### src/rtl/muldiv_sequencer.sv
// muldiv_sequencer: radix-2 multi-cycle mult/multu/div/divu unit with HI/LO registers and stall control.
// Optional build macro MULDIV_EARLY_OUT_EN: multiplies finish early once the remaining multiplier bits are zero.
module muldiv_sequencer #(
    parameter int WIDTH = 32
) (
    input  logic             clk,
    input  logic             rst,
    input  logic             start,
    input  logic [1:0]       op,
    input  logic [WIDTH-1:0] a,
    input  logic [WIDTH-1:0] b,
    input  logic             wr_hi,
    input  logic             wr_lo,
    input  logic [WIDTH-1:0] wdata,
    output logic             busy,
    output logic             stall,
    output logic             done,
    output logic             div_by_zero,
    output logic [WIDTH-1:0] hi,
    output logic [WIDTH-1:0] lo
);
    localparam int CW = $clog2(WIDTH);
`ifdef MULDIV_EARLY_OUT_EN
    localparam bit EARLY = 1'b1;
`else
    localparam bit EARLY = 1'b0;
`endif
    typedef enum logic [2:0] {IDLE, PREP, ITER, FIX, DONE} state_t;
    state_t             state;
    logic [1:0]         op_q;
    logic [WIDTH-1:0]   mag_a, mag_b;
    logic               res_neg, rem_neg, dbz_q;
    logic [CW-1:0]      cnt;
    logic [2*WIDTH-1:0] acc;
    logic [WIDTH:0]     add_sum, rem_sh, rem_sub;
    logic               q_bit;
    logic [2*WIDTH-1:0] prod;
    logic [WIDTH-1:0]   quo, rem, a_back;
    logic               is_div, sa, sb;
    assign is_div  = op_q[1];
    assign sa      = !op[0] && a[WIDTH-1];
    assign sb      = !op[0] && b[WIDTH-1];
    assign add_sum = {1'b0, acc[2*WIDTH-1:WIDTH]} + {1'b0, (mag_b[0] ? mag_a : {WIDTH{1'b0}})};
    assign rem_sh  = {acc[2*WIDTH-1:WIDTH], mag_a[WIDTH-1]};
    assign q_bit   = rem_sh >= {1'b0, mag_b};
    assign rem_sub = q_bit ? rem_sh - {1'b0, mag_b} : rem_sh;
    assign prod    = res_neg ? -acc : acc;
    assign quo     = res_neg ? -acc[WIDTH-1:0] : acc[WIDTH-1:0];
    assign rem     = rem_neg ? -acc[2*WIDTH-1:WIDTH] : acc[2*WIDTH-1:WIDTH];
    assign a_back  = rem_neg ? -mag_a : mag_a;
    assign stall   = (start && state == IDLE) || (state != IDLE && state != DONE);
    // Sequencer: operand capture, iteration datapath, sign fix-up and HI/LO update
    always_ff @(posedge clk or negedge rst) begin
        if (!rst) begin
            state       <= IDLE;
            op_q        <= '0;
            mag_a       <= '0;
            mag_b       <= '0;
            res_neg     <= 1'b0;
            rem_neg     <= 1'b0;
            dbz_q       <= 1'b0;
            cnt         <= '0;
            acc         <= '0;
            busy        <= 1'b0;
            done        <= 1'b0;
            div_by_zero <= 1'b0;
            hi          <= '0;
            lo          <= '0;
        end else begin
            case (state)
                IDLE: begin
                    if (wr_hi) hi <= wdata;
                    if (wr_lo) lo <= wdata;
                    if (start) begin
                        op_q    <= op;
                        mag_a   <= sa ? -a : a;
                        mag_b   <= sb ? -b : b;
                        res_neg <= sa ^ sb;
                        rem_neg <= sa;
                        busy    <= 1'b1;
                        state   <= PREP;
                    end
                end
                PREP: begin
                    acc <= '0;
                    cnt <= CW'(WIDTH - 1);
                    if (is_div && mag_b == '0) begin
                        dbz_q <= 1'b1;
                        state <= FIX;
                    end else begin
                        state <= ITER;
                    end
                end
                ITER: begin
                    if (EARLY && !is_div && mag_b == '0) begin
                        acc   <= acc >> ((CW+1)'(cnt) + (CW+1)'(1));
                        state <= FIX;
                    end else begin
                        if (is_div) begin
                            acc   <= {rem_sub[WIDTH-1:0], acc[WIDTH-2:0], q_bit};
                            mag_a <= mag_a << 1;
                        end else begin
                            acc   <= {add_sum, acc[WIDTH-1:1]};
                            mag_b <= mag_b >> 1;
                        end
                        if (cnt == '0) state <= FIX;
                        else cnt <= cnt - 1'b1;
                    end
                end
                FIX: begin
                    if (dbz_q) begin
                        hi          <= a_back;
                        lo          <= '1;
                        div_by_zero <= 1'b1;
                    end else if (is_div) begin
                        hi <= rem;
                        lo <= quo;
                    end else begin
                        {hi, lo} <= prod;
                    end
                    done  <= 1'b1;
                    state <= DONE;
                end
                DONE: begin
                    done        <= 1'b0;
                    busy        <= 1'b0;
                    div_by_zero <= 1'b0;
                    dbz_q       <= 1'b0;
                    state       <= IDLE;
                end
                default: state <= IDLE;
            endcase
        end
    end
endmodule

### config.mk
export PLATFORM = sky130hd
export DESIGN_NAME = muldiv_sequencer
export DESIGN_NICKNAME = d
export VERILOG_FILES = /design/src/rtl/muldiv_sequencer.sv
export SDC_FILE = /design/constraint.sdc
export NUM_CORES = 1
export LEC_CHECK = 0
export CAP_MARGIN = 40
export CORE_ASPECT_RATIO = 0.75
export CORE_MARGIN = 1
export CORE_UTILIZATION = 45
export CTS_BUF_LIST = sky130_fd_sc_hd__clkbuf_4
export DETAILED_ROUTE_END_ITERATION = 6
export HOLD_SLACK_MARGIN = 0.05
export PLACE_DENSITY = 0.78
export SLEW_MARGIN = 20
export SYNTH_ARGS = -nofsm -noshare
export SYNTH_HDL_FRONTEND = slang
export SYNTH_SLANG_ARGS = --single-unit
### constraint.sdc
create_clock -name clk -period 6.95 [get_ports clk]
set_input_delay 1.39 -clock clk [delete_from_list [all_inputs] [get_ports clk]]
set_output_delay 1.39 -clock clk [all_outputs]
set_load 0.02 [all_outputs]
# Word level (Yosys, flattened, before mapping)
# Index checks and enable logic that the tools add are counted.
[classes]
n_mux = 37
bitwise = 1
n_reduce_logical = 27
magnitude_cmp = 1
add_sub_neg = 9
eq_ne = 14
[op_table]
columns = ["op", "n"]
rows = [
  ["two-way mux 32 bit", 17],
  ["one-hot mux 32 bit (2 select lines)", 4],
  ["negation 32 bit", 5],
  ["two-way mux 64 bit", 2],
  ["one-hot mux 64 bit (2 select lines)", 1],
  ["negation 64 bit", 1],
  ["adder 32 x 32 -> 33 bit", 1],
  ["greater-or-equal comparator 33 x 32 -> 1 bit", 1],
  ["zero test 32 bit", 1],
  ["subtractor 32 bit", 1],
  ["inequality test 2 bit, second input constant", 9],
  ["AND reduction 2 bit", 8],
  ["one-hot mux 3 bit (4 select lines)", 1],
  ["nonzero test 2 bit", 6],
  ["one-hot mux 5 bit (2 select lines)", 1],
  ["one-hot mux 1 bit (2 select lines)", 4],
  ["equality test 3 x 2 -> 1 bit, second input constant", 2],
  ["two-way mux 3 bit", 2],
  ["AND reduction 3 bit", 2],
  ["logical AND 1 bit", 5],
  ["zero test 5 bit", 1],
  ["two-way mux 5 bit", 1],
  ["subtractor 5 x 1 -> 5 bit, second input constant", 1],
  ["two-way mux 1 bit", 4],
  ["8 further kinds", 8],
]
[word_totals]
out_inout_bits = 68
register_bits = 208
word_cells = 103

# Depth between registers and ports, before layout
[logic_depth]
word_depth = 5
depth_mapped = 15
mapped_depth_nobuf = 14

# Least setup slack after synthesis
# Ideal clock, no wire load.
[synth_path]
path_kind = "input to register"
start = "input port b[4]"
end = "register mag_b[30]"
path_buffers = 0
slack_ps = 3093
required_ps = 6846
arrival_time_ps = 3753
path_stages = 9
cell_sequence = "nor4_1 and2_1 nand2_1 nor4_1 nand2_1 o41ai_1 o21ai_0 xnor2_1 a221oi_1"
[synth_between]
elab_chain_len = 4
[synth_rtl]
columns = ["item", "line_no", "rtl"]
rows = [
  ["from (decl)", "11", "input logic [WIDTH-1:0] b,"],
  ["negation 32 bit", "77", "mag_b <= sb ? -b : b;"],
  ["two-way mux 32 bit", "77", ""],
  ["two-way mux 32 bit", "74", "if (start) begin"],
  ["one-hot mux 32 bit (2 select lines)", "70", "case (state)"],
  ["to (signal assigned)", "77", ""],
  ["to (signal assigned)", "104", "mag_b <= mag_b >> 1;"],
  ["to (decl)", "31", "logic [WIDTH-1:0] mag_a, mag_b;"],
]
# No other way between the ends. The select of a mux whose other input is x is not followed.
# A chain may end at the register's enable or synchronous reset.

# Final worst setup path
[layout_path]
start = "input port start"
end = "output port stall"
[layout_between]
elab_chain_len = 2
[layout_rtl]
columns = ["item", "line_no", "rtl"]
rows = [
  ["from (decl)", "8", "input logic start,"],
  ["logical AND 1 bit", "51", "assign stall = (start && state == IDLE) || (state != IDLE && state != DONE);"],
  ["logical OR 1 bit", "51", ""],
  ["to (decl)", "16", "output logic stall,"],
]
# No other way between the ends.

==> reports/metrics.cfg <==
[grt]
overflow = 0
grt_max_degree = 80
grt_pass1_wl_um = 87000
antenna_found_initial = 0
grtUsageTotal_pct = 29.0
grt_pass1_vias = 15700

[timing]
final-setup-viol-count = 0
fin_skew_ps = 76.3
maxSlewHeadroom_pct = 37.6
tightest_slew_ps = 928
timing.final.crit_share_pct = 65.1
tns_ps = 0
maxSlewViolCount = 0
hold_violations = 0
period_minus_slack_ps = 4530
max_freq_ghz = 0.221
rsz0062_at_grt = no
hold_slack_ps = 473

[yosys]
synth_fp_nets = 2271
synth-compound-area-share_pct = 25.9
synth_top_family_by_area = compound AO/OA/AOI/OAI gates
avgSynthCellArea_um2 = 7.95
synthArstFlopShare_pct = 100
ys_warn_count = 0
syn-instance-count = 2094
synthFlopType = dfrtp_1
synth_edf_count = 0
ys_seq_area_share_pct = 31.1
netlist_area_um2 = 16600
synth-seq-cells = 207
yosys.area_share.simple_pct = 19.0
synth_fa_ha_area_share_pct = 5.65
synth_cell_type_count = 71
muxShareOfSynthArea_pct = 3.59
synthXorXnorAreaFrac_pct = 10.2

[route]
drt_iter0_drc = 1561
drt_wl_total_um = 55000
wl_per_cell_um = 20.0
routed-via-count = 16800
drtPass1Iterations = 7
vias_per_cell = 6.11
ant_nets = 0
drc = 0

[clock_network]
cts_buffers = 54
post_cts_buffers = 0
cts_tree = done
insertion_delay_ps = 780
clkTransAtPathRegs_ps = 60
hold_buffers = 0
htree_num_levels = 2
clockRootBuffer = clkbuf_4
cts_buffer_depth = 3
cts-resized-gates = 0
clock_sinks = 207

[worst_hold_path]
min_path_type = reg2reg

[layout]
diodes = 0
most-common-layout-cells = o21ai_0 (251), nand2_1 (246), dfrtp_1 (205), a21oi_1 (173), clkdlybuf4s50_1 (169)
mostFrequentLayoutCell = o21ai_0
fin_nets = 2397
drive_gt1_share_pct = 6.74
area.growth.synth_to_final_pct = 16.7
fin_util_pct = 53.8
fill_cells = 3399
final_area_um2 = 19400

[die]
die_h_um = 169
chipWidth_um = 224
io_pins = 171
core_um2 = 36100
start_util_pct = 46.1
num_rows = 60
dieArea_um2 = 37800

[power_and_ir_drop]
powerDensity_nw_per_um2 = 500
vdd_drop_max_mv = 0.230
leakage_nw = 8.27
power.total_w = 0.00971

[placed_design]
gp_congestion = 0.954
post-dp-hpwl_um = 41200
dpl_cell_area_um2 = 18700
portBuffers = 170

[setup_path]
worstPathMaxFanout = 10
crit_path_start_kind = primary input
worstPathArrival_ps = 3140
crit_required_ps = 5560
crit_type = in2out
end_kind = output port

[run]
drv_cap = 0

[status]
status = complete, no violations

## logic make-up after synthesis
kind of cell / Yosys count
DFF: 207
and+or+nand+nor: 653
adders and majority gates: 74
xor gates and xnor gates: 194
buffers and inverters: 198
muxes: 59
AOI/OAI and AO/OA: 709
## power breakdown
group	leakage [nW]	switching (W)	total, W	internal (W)
logic	5.28	0.00373	0.00618	0.00245
clock network	0.395	0.000552	0.00110	0.000543
registers	2.59	0.000733	0.00243	0.00170
## cell type report
type / count / area (um^2) / area share [%]
Clock inverter: 15 / 93.8 / 0.483
Timing Repair Buffer: 201 / 1980 / 10.2
Sequential cell: 207 / 5180 / 26.7
Multi-Input combinational cell: 1689 / 10700 / 55.2
Tap cell: 496 / 621 / 3.19
Inverter: 67 / 251 / 1.29
Clock buffer: 77 / 578 / 2.98
## through the flow
step           cells  setup slack [ps]
2_1_floorplan   2094              3090
3_3_place_gp    2652              2350
3_5_place_dp    2657              2380
4_1_cts         2749              2420
5_1_grt         2752              2360
6_report        2752              2420
## worst max-delay path, cell delays in order
cell and delay [ps]:
clkdlybuf4s50_1 520, nand2_1 80, or2_2 430, nand2_1 110
clkdlybuf4s50_1 600
## synthesized netlist by cell type (8+ instances only)
cell / n / share of area, %
a21o_1: 36 / 1.6
and2_1: 34 / 1.3
or4_1: 13 / 0.59
buf_1: 16 / 0.36
nand3_1: 47 / 1.4
xor2_1: 85 / 4.5
a21oi_1: 173 / 5.2
nor2_1: 129 / 2.9
o21a_1: 8 / 0.36
nor3_1: 37 / 1.1
inv_1: 67 / 1.5
o221ai_1: 9 / 0.47
dfrtp_1: 207 / 31
nand4_1: 10 / 0.38
a211oi_1: 12 / 0.54
o21ai_0: 251 / 7.5
nand2b_1: 13 / 0.49
nor2b_1: 16 / 0.60
a22oi_1: 22 / 0.99
o41ai_1: 14 / 0.74
and3_1: 9 / 0.34
ha_1: 72 / 5.4
xnor2_1: 109 / 5.7
o21bai_1: 10 / 0.45
o31ai_1: 35 / 1.6
clkbuf_1: 106 / 2.4
nand2_1: 247 / 5.6
o211ai_1: 45 / 2.0
mux2i_1: 53 / 3.2
nor4_1: 29 / 1.1
a31oi_1: 17 / 0.64
o22ai_1: 33 / 1.2
or3_1: 38 / 1.4
## layer usage
metal	GRT usage (%)	vias to the layer above	wire length [um]
li1	-	7859	-
met1	42.3	8101	24900
met2	42.3	748	23400
met3	7.33	95	5570
met4	7.06	2	1130
met5	1.29	-	66
## worst paths after layout
path	endpoint	slack, ps	cells past startpoint	start
worst max-delay path	stall	2420	5	start
worst min-delay path	lo[30]	470	2	lo[30]
worst max register to register	acc[50]	2760	12	acc[41]
worst min register to register	lo[30]	470	2	lo[30]
max in group asynchronous	acc[41]	5150	3	rst
min in group asynchronous	div_by_zero	570	1	rst
## state kept, by name, summed over array words and instances (netlist names)
name and flops:
acc 64, busy 1, cnt 5, dbz_q 1, div_by_zero 1, done 1
hi 32, lo 32, mag_a 32, mag_b 32, op_q 1, rem_neg 1
res_neg 1, state 3
No activity file was read; power rests on OpenSTA's default activity.
